**config.mk**
```make
export PLATFORM = sky130hd
export DESIGN_NAME = game_round_controller
export DESIGN_NICKNAME = d
export VERILOG_FILES = /design/src/rtl/game_round_controller_pkg.sv /design/src/rtl/game_round_controller_move_tick_gen.sv /design/src/rtl/game_round_controller.sv
export SDC_FILE = /design/constraint.sdc
export NUM_CORES = 1
export LEC_CHECK = 0
export ABC_AREA = 1
export CORE_MARGIN = 10
export CORE_UTILIZATION = 50
export CTS_CLUSTER_SIZE = 25
export DETAILED_ROUTE_END_ITERATION = 6
export GPL_TIMING_DRIVEN = 0
export PLACE_DENSITY = 0.68
export RECOVER_POWER = 25
export REMOVE_ABC_BUFFERS = 1
export SLEW_MARGIN = 20
export SYNTH_ARGS = -nofsm -noshare
export SYNTH_HDL_FRONTEND = slang
export SYNTH_SLANG_ARGS = --single-unit
```
**constraint.sdc**
```tcl
create_clock -name clk -period 3.46 [get_ports clk]
set_input_delay 1.038 -clock clk [delete_from_list [all_inputs] [get_ports clk]]
set_output_delay 1.038 -clock clk [all_outputs]
set_load 0.02 [all_outputs]
```
**src/rtl/game_round_controller_pkg.sv**
```systemverilog
// Shared definitions for the Pac-Man round controller: FSM state codes,
// direction codes, sprite IDs and a counter-width helper.
package game_round_controller_pkg;

  // Round sequencer states; codes are shared with the game-logic top.
  typedef enum logic [2:0] {
    ST_IDLE      = 3'd0,
    ST_READY     = 3'd1,
    ST_PLAY      = 3'd2,
    ST_DYING     = 3'd3,
    ST_GAME_OVER = 3'd4
  } game_state_e;

  // Sprite movement directions.
  typedef enum logic [1:0] {
    DIR_RIGHT = 2'd0,
    DIR_LEFT  = 2'd1,
    DIR_UP    = 2'd2,
    DIR_DOWN  = 2'd3
  } dir_e;

  // Sprite identifiers.
  localparam logic [2:0] SPRITE_PACMAN = 3'd0;
  localparam logic [2:0] SPRITE_BLINKY = 3'd1;
  localparam logic [2:0] SPRITE_PINKY  = 3'd2;
  localparam logic [2:0] SPRITE_INKY   = 3'd3;
  localparam logic [2:0] SPRITE_CLYDE  = 3'd4;

  // Bits needed to count 0..n-1, never less than one bit.
  function automatic int cnt_width(input int n);
    return (n <= 2) ? 1 : $clog2(n);
  endfunction

endpackage

```
**src/rtl/game_round_controller_move_tick_gen.sv**
```systemverilog
// Free-running movement tick divider: tick pulses for one clk every
// TICK_DIV clks, independent of game state.
module move_tick_gen #(
  parameter int TICK_DIV = 1_000_000
) (
  input  logic clk,
  input  logic rst,
  output logic tick
);

  localparam int CW = $clog2(TICK_DIV);
  localparam logic [CW-1:0] LAST = CW'(TICK_DIV - 1);

  logic [CW-1:0] count_q;

  // Count 0..TICK_DIV-1 and wrap.
  always_ff @(posedge clk) begin
    if (rst) begin
      count_q <= '0;
    end else if (count_q == LAST) begin
      count_q <= '0;
    end else begin
      count_q <= count_q + CW'(1);
    end
  end

  assign tick = (count_q == LAST);

endmodule

```
**src/rtl/game_round_controller.sv**
```systemverilog
// Pac-Man round sequencer: IDLE -> READY -> PLAY -> DYING -> READY/GAME_OVER.
// Owns lives, the movement enable, the sprite respawn hold and ghost mode.
// Optional macro GHOST_MODE_TIMER_EN: scatter/chase mode timer running on
// PLAY ticks; without it ghost_chase is fixed at 1 once out of reset.
//
// Handshake note: there is no valid/ready traffic here. start_btn is a level
// whose rising edge is the request; pacman_is_dead is sampled every clk;
// move_en is a one-clk strobe consumers must act on in that clk only.
module game_round_controller
  import game_round_controller_pkg::*;
#(
  parameter int TICK_DIV      = 1_000_000,
  parameter int READY_TICKS   = 120,
  parameter int DEATH_TICKS   = 90,
  parameter int LIVES_INIT    = 3,
  parameter int LIVES_W       = 2,
  parameter int SCATTER_TICKS = 420,
  parameter int CHASE_TICKS   = 1200
) (
  input  logic               clk,
  input  logic               rst,
  input  logic               start_btn,
  input  logic               pacman_is_dead,
  output logic               move_en,
  output logic               sprite_rst,
  output logic [LIVES_W-1:0] lives,
  output logic [2:0]         game_state,
  output logic               game_over,
  output logic               ghost_chase
);

  localparam int PHASE_MAX = (READY_TICKS > DEATH_TICKS) ? READY_TICKS : DEATH_TICKS;
  localparam int PW = cnt_width(PHASE_MAX);
  localparam logic [PW-1:0] READY_LAST = PW'(READY_TICKS - 1);
  localparam logic [PW-1:0] DEATH_LAST = PW'(DEATH_TICKS - 1);
  localparam logic [LIVES_W-1:0] LIVES_RELOAD = LIVES_W'(LIVES_INIT);

  // Reject parameter sets the counters cannot represent.
  if (TICK_DIV < 2 || READY_TICKS < 1 || DEATH_TICKS < 1 || SCATTER_TICKS < 1 ||
      CHASE_TICKS < 1 || LIVES_INIT < 1 || LIVES_INIT >= (2 ** LIVES_W)) begin : g_param_check
    $error("game_round_controller: parameter out of range");
  end

  logic tick;

  move_tick_gen #(.TICK_DIV(TICK_DIV)) u_tick (
    .clk  (clk),
    .rst  (rst),
    .tick (tick)
  );

  game_state_e        state_q, state_d;
  logic [PW-1:0]      phase_q, phase_d;
  logic [LIVES_W-1:0] lives_q, lives_d;
  logic               start_q;
  logic               start_edge;
  logic               move_en_q, sprite_rst_q, game_over_q;

  assign start_edge = start_btn & ~start_q;

  // Next state, lives and phase timer; timer restarts on every state entry.
  always_comb begin
    state_d = state_q;
    lives_d = lives_q;
    phase_d = phase_q;
    case (state_q)
      ST_IDLE: begin
        if (start_edge) state_d = ST_READY;
      end
      ST_READY: begin
        if (tick && phase_q == READY_LAST) state_d = ST_PLAY;
      end
      ST_PLAY: begin
        if (pacman_is_dead) begin
          state_d = ST_DYING;
          lives_d = (lives_q == '0) ? '0 : lives_q - LIVES_W'(1);
        end
      end
      ST_DYING: begin
        if (tick && phase_q == DEATH_LAST) begin
          state_d = (lives_q == '0) ? ST_GAME_OVER : ST_READY;
        end
      end
      ST_GAME_OVER: begin
        if (start_edge) begin
          state_d = ST_READY;
          lives_d = LIVES_RELOAD;
        end
      end
      default: state_d = ST_IDLE;
    endcase
    if (state_d != state_q) begin
      phase_d = '0;
    end else if (tick && (state_q == ST_READY || state_q == ST_DYING)) begin
      phase_d = phase_q + PW'(1);
    end
  end

  // State, lives and registered outputs; a start level held through reset
  // is captured so it is not mistaken for a fresh press.
  always_ff @(posedge clk) begin
    if (rst) begin
      state_q      <= ST_IDLE;
      lives_q      <= LIVES_RELOAD;
      phase_q      <= '0;
      start_q      <= start_btn;
      move_en_q    <= 1'b0;
      sprite_rst_q <= 1'b1;
      game_over_q  <= 1'b0;
    end else begin
      state_q      <= state_d;
      lives_q      <= lives_d;
      phase_q      <= phase_d;
      start_q      <= start_btn;
      move_en_q    <= (state_q == ST_PLAY) && tick && !pacman_is_dead;
      sprite_rst_q <= (state_d == ST_IDLE) || (state_d == ST_READY);
      game_over_q  <= (state_d == ST_GAME_OVER);
    end
  end

`ifdef GHOST_MODE_TIMER_EN
  localparam int MW = cnt_width((SCATTER_TICKS > CHASE_TICKS) ? SCATTER_TICKS : CHASE_TICKS);
  localparam logic [MW-1:0] SCATTER_LAST = MW'(SCATTER_TICKS - 1);
  localparam logic [MW-1:0] CHASE_LAST   = MW'(CHASE_TICKS - 1);

  logic [MW-1:0] mode_q;
  logic          chase_q;

  // Scatter/chase alternation on PLAY ticks; frozen elsewhere, scatter on READY entry.
  always_ff @(posedge clk) begin
    if (rst) begin
      mode_q  <= '0;
      chase_q <= 1'b0;
    end else if (state_d == ST_READY && state_q != ST_READY) begin
      mode_q  <= '0;
      chase_q <= 1'b0;
    end else if (state_q == ST_PLAY && tick) begin
      if (!chase_q && mode_q == SCATTER_LAST) begin
        mode_q  <= '0;
        chase_q <= 1'b1;
      end else if (chase_q && mode_q == CHASE_LAST) begin
        mode_q  <= '0;
        chase_q <= 1'b0;
      end else begin
        mode_q <= mode_q + MW'(1);
      end
    end
  end
`else
  logic chase_q;

  // Ghosts always chase once reset is released.
  always_ff @(posedge clk) begin
    if (rst) chase_q <= 1'b0;
    else     chase_q <= 1'b1;
  end
`endif

  assign move_en     = move_en_q;
  assign sprite_rst  = sprite_rst_q;
  assign lives       = lives_q;
  assign game_state  = state_q;
  assign game_over   = game_over_q;
  assign ghost_chase = chase_q;

endmodule

```
==> impl_metrics.env <==
export IMPL_synthCells=275
export IMPL_first_pass_iters=4
export IMPL_synth_seq_area_share_pct=37.0
export IMPL_die_h_um=83.2
export IMPL_synth_area_mm2=0.00200
export IMPL_finalHoldViolCount=0
export IMPL_internal_power_mw=0.603
export IMPL_switching_power_mw=0.175
export IMPL_ys_ff_latch=37
export IMPL_grt_pass1_vias=1588
export IMPL_cp_end_kind="primary output"
export IMPL_wire_per_inst_um=11.2
export IMPL_cts_tree="done"
export IMPL_synthTopCellsByArea="dfxtp_1, nand2_1, inv_1, nor2_1, nand3_1"
export IMPL_critPathSlowestCell="clkdlybuf4s50_1"
export IMPL_comb_power_share_pct=5.1
export IMPL_area_delta_synth_final_pct=12.4
export IMPL_antenna_found_initial=0
export IMPL_dieArea_mm2=0.00693
export IMPL_fin_skew_ps=5.64
export IMPL_place_area_mm2=0.00217
export IMPL_cts_max_level=2
export IMPL_cts_buffers=5
export IMPL_tightestPinTransition_ps=420
export IMPL_synthFlopType="dfxtp_1"
export IMPL_fp_dieW_um=83.2
export IMPL_core_area_mm2=0.00377
export IMPL_max_slew_margin_pct=71.9
export IMPL_synth_edf_count=0
export IMPL_grt_pass1_wl_mm=6.76
export IMPL_num_vias=1699
export IMPL_leakagePower_nw=0.834
export IMPL_grt_max_degree=18
export IMPL_holdCritStartpoint="u_tick.count_q[0]"
export IMPL_drtIter0Drc=76
export IMPL_post_dp_hpwl_mm=2.95
export IMPL_cap_violations=0
export IMPL_rr_startpoint="u_tick.count_q[0]"
export IMPL_worstSkewPairLatency_ps=290
export IMPL_design_area_mm2=0.00225
export IMPL_rsz0062_at_grt="false"
export IMPL_worstSetupStartpointType="flop"
export IMPL_postCtsSetupRepairBufs=0
export IMPL_pwr_density_cell_mw_per_mm2=346
export IMPL_diodes=0
export IMPL_routed_wl_mm=3.83
export IMPL_initial_utilization_pct=53.0
export IMPL_ios=13
export IMPL_viasPerCell=4.98
export IMPL_outcome="complete, no violations"
export IMPL_seqPwrFrac_pct=55.9
export IMPL_crit_buf_inv=1
export IMPL_clockBufferDepth=2
export IMPL_clkPwrFrac_pct=39.0
export IMPL_postRouteAntennaNets=0
export IMPL_drcViolationCount=0
export IMPL_hold_depth=1
export IMPL_yosys_warnings=0
export IMPL_overflow=0
export IMPL_rr_worst_depth=9
export IMPL_ff2ff_setup_slack_ps=1540
export IMPL_cts_resized=0
export IMPL_synth_largest_area_cell="dfxtp_1"
export IMPL_fin_hold_ws_ps=453
export IMPL_synth_top_area_share_pct=37.0
export IMPL_swShare_pct=22.5
export IMPL_synth_area_per_cell_um2=7.27
export IMPL_critPathKind="flop to primary output"
export IMPL_layout_min_cycle_time_ps=2410
export IMPL_port_buffers=12
export IMPL_num_rows=22
export IMPL_drv_slew=0
export IMPL_yosys_cell_types_count=34
export IMPL_cts_root_buf="clkbuf_8"
export IMPL_holdBufCountCts=0
export IMPL_async_flop_share_pct=0
export IMPL_hold_end="u_tick.count_q[0]"
export IMPL_setup_viol=0
export IMPL_crit_family="buffers and inverters"
export IMPL_reg2reg_to="u_tick.count_q[9]"
export IMPL_worstPathArrival_ps=1380
export IMPL_routabilityCongestion=0.805
export IMPL_critPathMaxFanout=7
export IMPL_slowest_delay_ps=650
export IMPL_fin_tns_setup_ps=0
export IMPL_nets=300
export IMPL_cts_clk_slew_worst_paths_ps=70
export IMPL_required_ps=2420
export IMPL_clock_sinks=37
export IMPL_grt_usage_pct=11.2
export IMPL_max_freq_mhz=414
export IMPL_ir_drop_mv=0.249
export IMPL_min_period_over_period_pct=69.8
export IMPL_hold_path_class="flop to flop"
export IMPL_drive_gt1_share_pct=15.7
export IMPL_worstPathCellList="clkdlybuf4s50_1"
export IMPL_fin_util_pct=59.6
routing by layer:
layer	wire (um)	vias to the layer above	GRT usage, %	part of all wire [%]
met5	0	-	0	0
met4	66	0	6.31	1.7
met3	195	7	3.22	5.1
met2	1620	32	16.8	42
met1	1940	744	13.9	51
li1	-	916	-	-
cells in the final DEF (no fill, tap or decap):
cell / count
nand2_1: 43
inv_1: 39
nor2_1: 39
dfxtp_1: 37
nand3_1: 18
a21oi_1: 13
nor2_2: 12
clkdlybuf4s50_1: 10
nor3_1: 9
nand4_1: 7
clkbuf_8: 6
inv_2: 5
nor2_4: 5
nand2_2: 4
xor2_1: 4
o21ai_0: 4
nand3_2: 3
nand4_2: 3
xnor2_1: 3
o21a_1: 3
ha_1: 3
o211ai_1: 2
a31oi_1: 2
nor3_2: 2
and2_0: 2
nor4_1: 2
or2_2: 2
nor3b_2: 2
dlygate4sd3_1: 2
o21ai_2: 1
nand2_4: 1
o31ai_1: 1
o21ai_1: 1
a211oi_1: 1
nor3b_1: 1
clkbuf_1: 1
how the worst max path moves through the flow:
stage                  startpoint                 end  slack, ps  cells past startpoint
floorplan               start_btn          phase_q[0]       1660                     10
global placement        start_btn          phase_q[0]       1060                     10
detailed placement      start_btn          phase_q[4]       1050                     11
CTS                 game_state[0]       game_state[0]       1030                      1
global route                  rst  u_tick.count_q[19]        970                      5
finish              game_state[0]       game_state[0]       1050                      1
sequential cells by signal, indices dropped and copies added (netlist names):
| signal | cells |
|---|---|
| u_tick.count_q | 20 |
| phase_q | 7 |
| game_state | 3 |
| lives | 2 |
| game_over | 1 |
| ghost_chase | 1 |
| move_en | 1 |
| sprite_rst | 1 |
| start_q | 1 |
area by class of cell:
class                           instances  area (um2)
Fill cell                             350        1520
Multi-Input combinational cell        193        1070
Sequential cell                        37         741
Inverter                               44         165
Timing Repair Buffer                   12         120
Clock buffer                            7        86.3
Tap cell                               48        60.1
Yosys cell counts (2+ instances only):
cell      count
nand2_1      43
inv_1        39
nor2_1       38
dfxtp_1      37
nand3_1      18
a21oi_1      12
nor2_2       12
nor3_1        9
nand4_1       7
nor2_4        6
inv_2         5
nand2_2       4
o21ai_0       4
xor2_1        4
ha_1          3
nand3_2       3
nand4_2       3
o21a_1        3
xnor2_1       3
a31oi_1       2
and2_1        2
nor3_2        2
nor3b_2       2
nor4_1        2
o211ai_1      2
or2_2         2
kinds of logic after synthesis:
kind of cell               after synthesis  share of synthesized area (%)
AOI/OAI and AO/OA                       28                           8.39
buffers and inverters                   45                           8.64
and+or+nand+nor                        155                           41.0
xor gates and xnor gates                 7                           3.07
DFF                                     37                           37.0
adders and majority gates                3                           1.88
stage by stage:
step / power [mW] / cells / setup WS [ps]
floorplan: 0.472 / 274 / 1660
global placement: 0.486 / 334 / 1060
detailed placement: 0.487 / 334 / 1050
CTS: 0.790 / 341 / 1030
global route: 0.803 / 341 / 975
finish: 0.778 / 341 / 1050
power by group through the flow:
| stage | Clock [mW] | Sequential, mW | Combinational (mW) |
|---|---|---|---|
| detailed placement | 0 | 0.444 | 0.0421 |
| global route | 0.323 | 0.435 | 0.0447 |
| CTS | 0.313 | 0.435 | 0.0423 |
| finish | 0.303 | 0.435 | 0.0396 |
| floorplan | 0 | 0.446 | 0.0264 |
| global placement | 0 | 0.444 | 0.0416 |
Note: power is estimated with default switching activity, not from simulation.
